<file path="config.mk">
export PLATFORM = sky130hd
export DESIGN_NAME = sound_mixer
export DESIGN_NICKNAME = d
export VERILOG_FILES = /design/src/rtl/sound_mixer.sv
export SDC_FILE = /design/constraint.sdc
export NUM_CORES = 1
export LEC_CHECK = 0
export CORE_MARGIN = 1.5
export CORE_UTILIZATION = 50
export DETAILED_ROUTE_END_ITERATION = 10
export GPL_ROUTABILITY_DRIVEN = 0
export PLACE_DENSITY = 0.8
export REMOVE_ABC_BUFFERS = 1
export SETUP_SLACK_MARGIN = 0.5
export SLEW_MARGIN = 5
export SYNTH_ARGS = -nofsm -noshare
export SYNTH_HDL_FRONTEND = slang
export SYNTH_SLANG_ARGS = --single-unit
</file>
<file path="constraint.sdc">
create_clock -name clk -period 13.54 [get_ports clk]
set_input_delay 2.031 -clock clk [delete_from_list [all_inputs] [get_ports clk]]
set_output_delay 2.031 -clock clk [all_outputs]
set_load 0.02 [all_outputs]
</file>
<file path="src/rtl/sound_mixer.sv">
// Audio mixer: snapshots background + 9 sfx channels on a strobe, mixes them one
// multiply-accumulate per cycle, saturates to an 8-bit sample and drives a PWM pin.
module sound_mixer #(
  parameter int MIX_SHIFT    = 3,
  parameter int PWM_PRESCALE = 0
) (
  input  logic       clk,
  input  logic       rst,
  input  logic       en,
  input  logic       mute,
  input  logic [7:0] bground,
  input  logic [3:0] bamp,
  input  logic [7:0] sfx0,
  input  logic [7:0] sfx1,
  input  logic [7:0] sfx2,
  input  logic [7:0] sfx3,
  input  logic [7:0] sfx4,
  input  logic [7:0] sfx5,
  input  logic [7:0] sfx6,
  input  logic [7:0] sfx7,
  input  logic [7:0] sfx8,
  input  logic [3:0] sfx_amp0,
  input  logic [3:0] sfx_amp1,
  input  logic [3:0] sfx_amp2,
  input  logic [3:0] sfx_amp3,
  input  logic [3:0] sfx_amp4,
  input  logic [3:0] sfx_amp5,
  input  logic [3:0] sfx_amp6,
  input  logic [3:0] sfx_amp7,
  input  logic [3:0] sfx_amp8,
  output logic [7:0] mix_out,
  output logic       mix_valid,
  output logic       busy,
  output logic       overrun,
  output logic       pwm_out
);

  typedef enum logic [1:0] {IDLE = 2'd0, ACC = 2'd1, DONE = 2'd2} state_t;

  localparam logic [PWM_PRESCALE:0] PS_MAX = (PWM_PRESCALE + 1)'((1 << PWM_PRESCALE) - 1);

  state_t                  state;
  logic [9:0][7:0]         smp;
  logic [9:0][3:0]         amp;
  logic [3:0]              ch;
  logic signed [15:0]      acc;
  logic [7:0]              sel_smp;
  logic [3:0]              sel_amp;
  logic signed [7:0]       diff;
  logic signed [15:0]      term;
  logic signed [15:0]      shifted;
  logic [7:0]              result;
  logic [PWM_PRESCALE:0]   pre;
  logic                    tick;
  logic [7:0]              pwm_cnt;
  logic [7:0]              level;

  // Channel select and signed MAC term; sample-128 is just the MSB inverted.
  always_comb begin
    sel_smp = 8'h80;
    sel_amp = 4'd0;
    for (int i = 0; i < 10; i++) begin
      if (ch == 4'(i)) begin
        sel_smp = smp[i];
        sel_amp = amp[i];
      end else begin
        sel_smp = sel_smp;
        sel_amp = sel_amp;
      end
    end
    diff = signed'({~sel_smp[7], sel_smp[6:0]});
    term = signed'({{8{diff[7]}}, diff} * {12'd0, sel_amp});
  end

  // Scale and saturate the finished sum back into offset-binary.
  always_comb begin
    shifted = acc >>> MIX_SHIFT;
    if (shifted > 16'sd127) begin
      result = 8'hFF;
    end else if (shifted < -16'sd128) begin
      result = 8'h00;
    end else begin
      result = {~shifted[7], shifted[6:0]};
    end
  end

  // Mix sequencer: capture, ten MAC cycles, then publish.
  always_ff @(posedge clk or negedge rst) begin
    if (!rst) begin
      state     <= IDLE;
      smp       <= '0;
      amp       <= '0;
      ch        <= 4'd0;
      acc       <= 16'sd0;
      mix_out   <= 8'h80;
      mix_valid <= 1'b0;
      busy      <= 1'b0;
      overrun   <= 1'b0;
    end else begin
      mix_valid <= 1'b0;
      case (state)
        IDLE: begin
          if (en) begin
            smp   <= {sfx8, sfx7, sfx6, sfx5, sfx4, sfx3, sfx2, sfx1, sfx0, bground};
            amp   <= {sfx_amp8, sfx_amp7, sfx_amp6, sfx_amp5, sfx_amp4,
                      sfx_amp3, sfx_amp2, sfx_amp1, sfx_amp0, bamp};
            acc   <= 16'sd0;
            ch    <= 4'd0;
            busy  <= 1'b1;
            state <= ACC;
          end else begin
            state <= IDLE;
          end
        end
        ACC: begin
          if (en) overrun <= 1'b1;
          acc <= acc + term;
          ch  <= ch + 4'd1;
          if (ch == 4'd9) state <= DONE;
          else            state <= ACC;
        end
        DONE: begin
          if (en) overrun <= 1'b1;
          mix_out   <= mute ? 8'h80 : result;
          mix_valid <= 1'b1;
          busy      <= 1'b0;
          state     <= IDLE;
        end
        default: begin
          busy  <= 1'b0;
          state <= IDLE;
        end
      endcase
    end
  end

  assign tick = (pre == PS_MAX);

  // PWM generator; the level is only reloaded at the period boundary.
  always_ff @(posedge clk or negedge rst) begin
    if (!rst) begin
      pre     <= '0;
      pwm_cnt <= 8'd0;
      level   <= 8'h80;
      pwm_out <= 1'b0;
    end else begin
      pwm_out <= (pwm_cnt < level);
      if (tick) begin
        pre     <= '0;
        pwm_cnt <= pwm_cnt + 8'd1;
        if (pwm_cnt == 8'd255) level <= mix_out;
        else                   level <= level;
      end else begin
        pre     <= pre + 1'b1;
      end
    end
  end

endmodule

</file>
==> impl_metrics.toml <==
[outcome]
status = "finished, final reports clean"

[critical_path]
cp.required_ns = 13.84
critPathLaunch = "ch[0]"
rr_endpoint = "acc[15]"
path_max_fanout = 26
cp.arrival_ns = 7.01
r2r_start = "ch[0]"
r2r_setup_slack_ns = 6.83
worstSetupPathType = "reg2reg"
startpoint_type = "flip-flop"
r2r.worst_path.cells = 19
endpoint_kind = "flip-flop"

[hold_path]
hold_end = "overrun"
hold_depth = 1
hp-class = "reg2reg"
min_from = "overrun"

[floorplan]
core_sq_mm = 0.0194
die_h_um = 143
die_w_um = 143
fp-row-count = 51
die_area_sq_mm = 0.0206
initial_core_util = 0.508
io_pins = 136

[flow_run]
drv_cap = 0

[clocking]
ctsHtreeMaxLevel = 4
clkLatencyLatePin_ns = 0.44
cts_sinks = 170
cts_setup_buffers = 0
postCtsHoldBufs = 0
cts_resized = 0
tritoncts = "yes"
cts_buffers = 17
clk_path_buf_depth = 2
clkTransAtPathRegs_ns = 0.08
root_buffer = "clkbuf_16"

[timing]
rsz0062_at_grt = "false"
maxSlewHeadroom = 0.208
setup_viol = 0
report.final.slew_viol_count = 0
hold_viol_final = 0
tns_ns = 0
post-route-period-util = 0.496
worst_pin_slew_ns = 1.19
skew_ns = 0.0118
fin_crit_ns = 6.71
max_freq_ghz = 0.149
hold_slack_ns = 0.454

[detailed_routing]
viasPerCell = 5.52
dr.pass1.iters = 6
wl_per_cell_um = 17.8
drt-met1-wl_mm = 9.69
drc = 0
routed_wl_mm = 23.0
top_layer = "met4"
dr_wl_met3_mm = 1.23
vias = 7148
wl_met2_mm = 11.7
drt_iter0_markers = 333
antenna_left = 0

[final_layout]
layout.nets = 1222
final_area_sq_mm = 0.0120
nFillCells = 1573
diodes = 0
seq_area_sq_mm = 0.00426
drive_above_1_share = 0.180
area_growth_syn_to_layout_pct = 21.4
multi_input_area_sq_mm = 0.00498

[placement]
postPlaceCellArea_sq_mm = 0.0114
hpwl_mm = 16.8
port_buffers = 135

[synth]
avgSynthCellArea_sq_um = 10.9
async_flop_share = 1.00
synth_top_family_by_area = "multiplexers"
seq_area_frac_synth = 0.432
synth.area.top_cells = "dfrtp_1, mux2_2, fa_1"
ys_top_cells_by_count = "dfrtp_1, mux2_2, inv_1"
synth_top_cell_by_area = "dfrtp_1"
ys_warn_count = 0
synth-xor-area-share = 0.0186
synth-simple-area-share = 0.0819
synth_compound_area_frac = 0.137
ys.flop_type = "dfrtp_1"
netlist-cell-type-count = 61
synth_edf_count = 0
synth_top_area_share = 0.426
synth_seq_cells = 170
synthAdderAreaFrac = 0.129
synthMuxAreaShare = 0.138
netlist_instances = 902
syn_area_sq_mm = 0.00986
synth.most_common_cell = "dfrtp_1"

[global_route]
grt_usage = 0.236
grt_pass1_vias = 7527
grt_max_degree = 88
grt_pass1_wl_mm = 37.8
antenna_found_initial = 1
grt.overflow.total = 0
==> per-layer routing <==
metal | global-route usage | up-vias
met4 | 0.0607 | 0
li1 | - | 3312
met1 | 0.306 | 3585
met2 | 0.400 | 215
met5 | 0 | -
met3 | 0.0550 | 36
==> through the flow <==
step                cells   util  worst slack [ns]
detailed placement   1263  0.586              6.92
global placement     1263  0.586              7.15
finish               1295  0.617              6.83
CTS                  1295  0.617              6.90
floorplan             860      -              7.78
global route         1295  0.617              6.45
==> registers in the layout, summed over array words and instances (netlist names), 2 cells and up <==
register	cells
pwm_cnt	8
ch	4
level	8
mix_out	8
state	2
smp	80
acc	16
amp	40
==> how the worst max path moves through the flow <==
stage | slack (ns) | depth (start not counted) | end
6_report | 6.83 | 19 | acc[15]
5_1_grt | 6.45 | 19 | acc[15]
4_1_cts | 6.90 | 19 | acc[15]
3_5_place_dp | 6.92 | 19 | acc[15]
3_3_place_gp | 7.15 | 19 | acc[15]
2_1_floorplan | 7.78 | 21 | acc[15]
==> cells by family (layout without fill, tap and decap cells) <==
family	Yosys count	in the layout
AOI/OAI and AO/OA	196	196
xor gates and xnor gates	21	21
and+or+nand+nor	161	161
muxes	121	121
adders and majority gates	81	81
DFF	170	170
buffers and inverters	152	280
==> layout by cell type, fill, tap and decap left out, drive strengths merged, types with 17 or more instances in the layout <==
| master | netlist | routed |
|---|---|---|
| dfrtp | 168 | 168 |
| clkdlybuf4s50 | 0 | 134 |
| mux2 | 121 | 121 |
| inv | 110 | 118 |
| a21oi | 70 | 70 |
| nor2 | 53 | 53 |
| ha | 47 | 47 |
| nand2 | 42 | 42 |
| o21ai | 39 | 39 |
| fa | 34 | 34 |
| clkbuf | 24 | 17 |
==> critical path, cell delays in order (launching register included) <==
cell	delay, ns
dfrtp_1	0.44
inv_1	0.11
ha_1	0.95
nor4b_4	0.98
inv_2	0.05
o221a_4	0.32
or2_1	0.36
fa_1	0.54
inv_1	0.05
fa_1	0.49
inv_1	0.06
fa_1	0.52
inv_1	0.04
ha_1	0.35
a21oi_1	0.32
o211ai_1	0.24
a221oi_2	0.36
o2bb2ai_1	0.17
xnor2_1	0.14
o21ai_1	0.07
==> final cells by class <==
cell class / count / share of cell area
clock inverters: 15 / 0.0161
repair buffers: 138 / 0.115
inverters: 110 / 0.0345
multi-input cells: 580 / 0.416
clock buffers: 17 / 0.0355
flip-flops and latches: 170 / 0.355
well taps: 265 / 0.0277
Power is not shown: default switching activity piles up to over one toggle a cycle in this logic, so the estimate is an artifact.
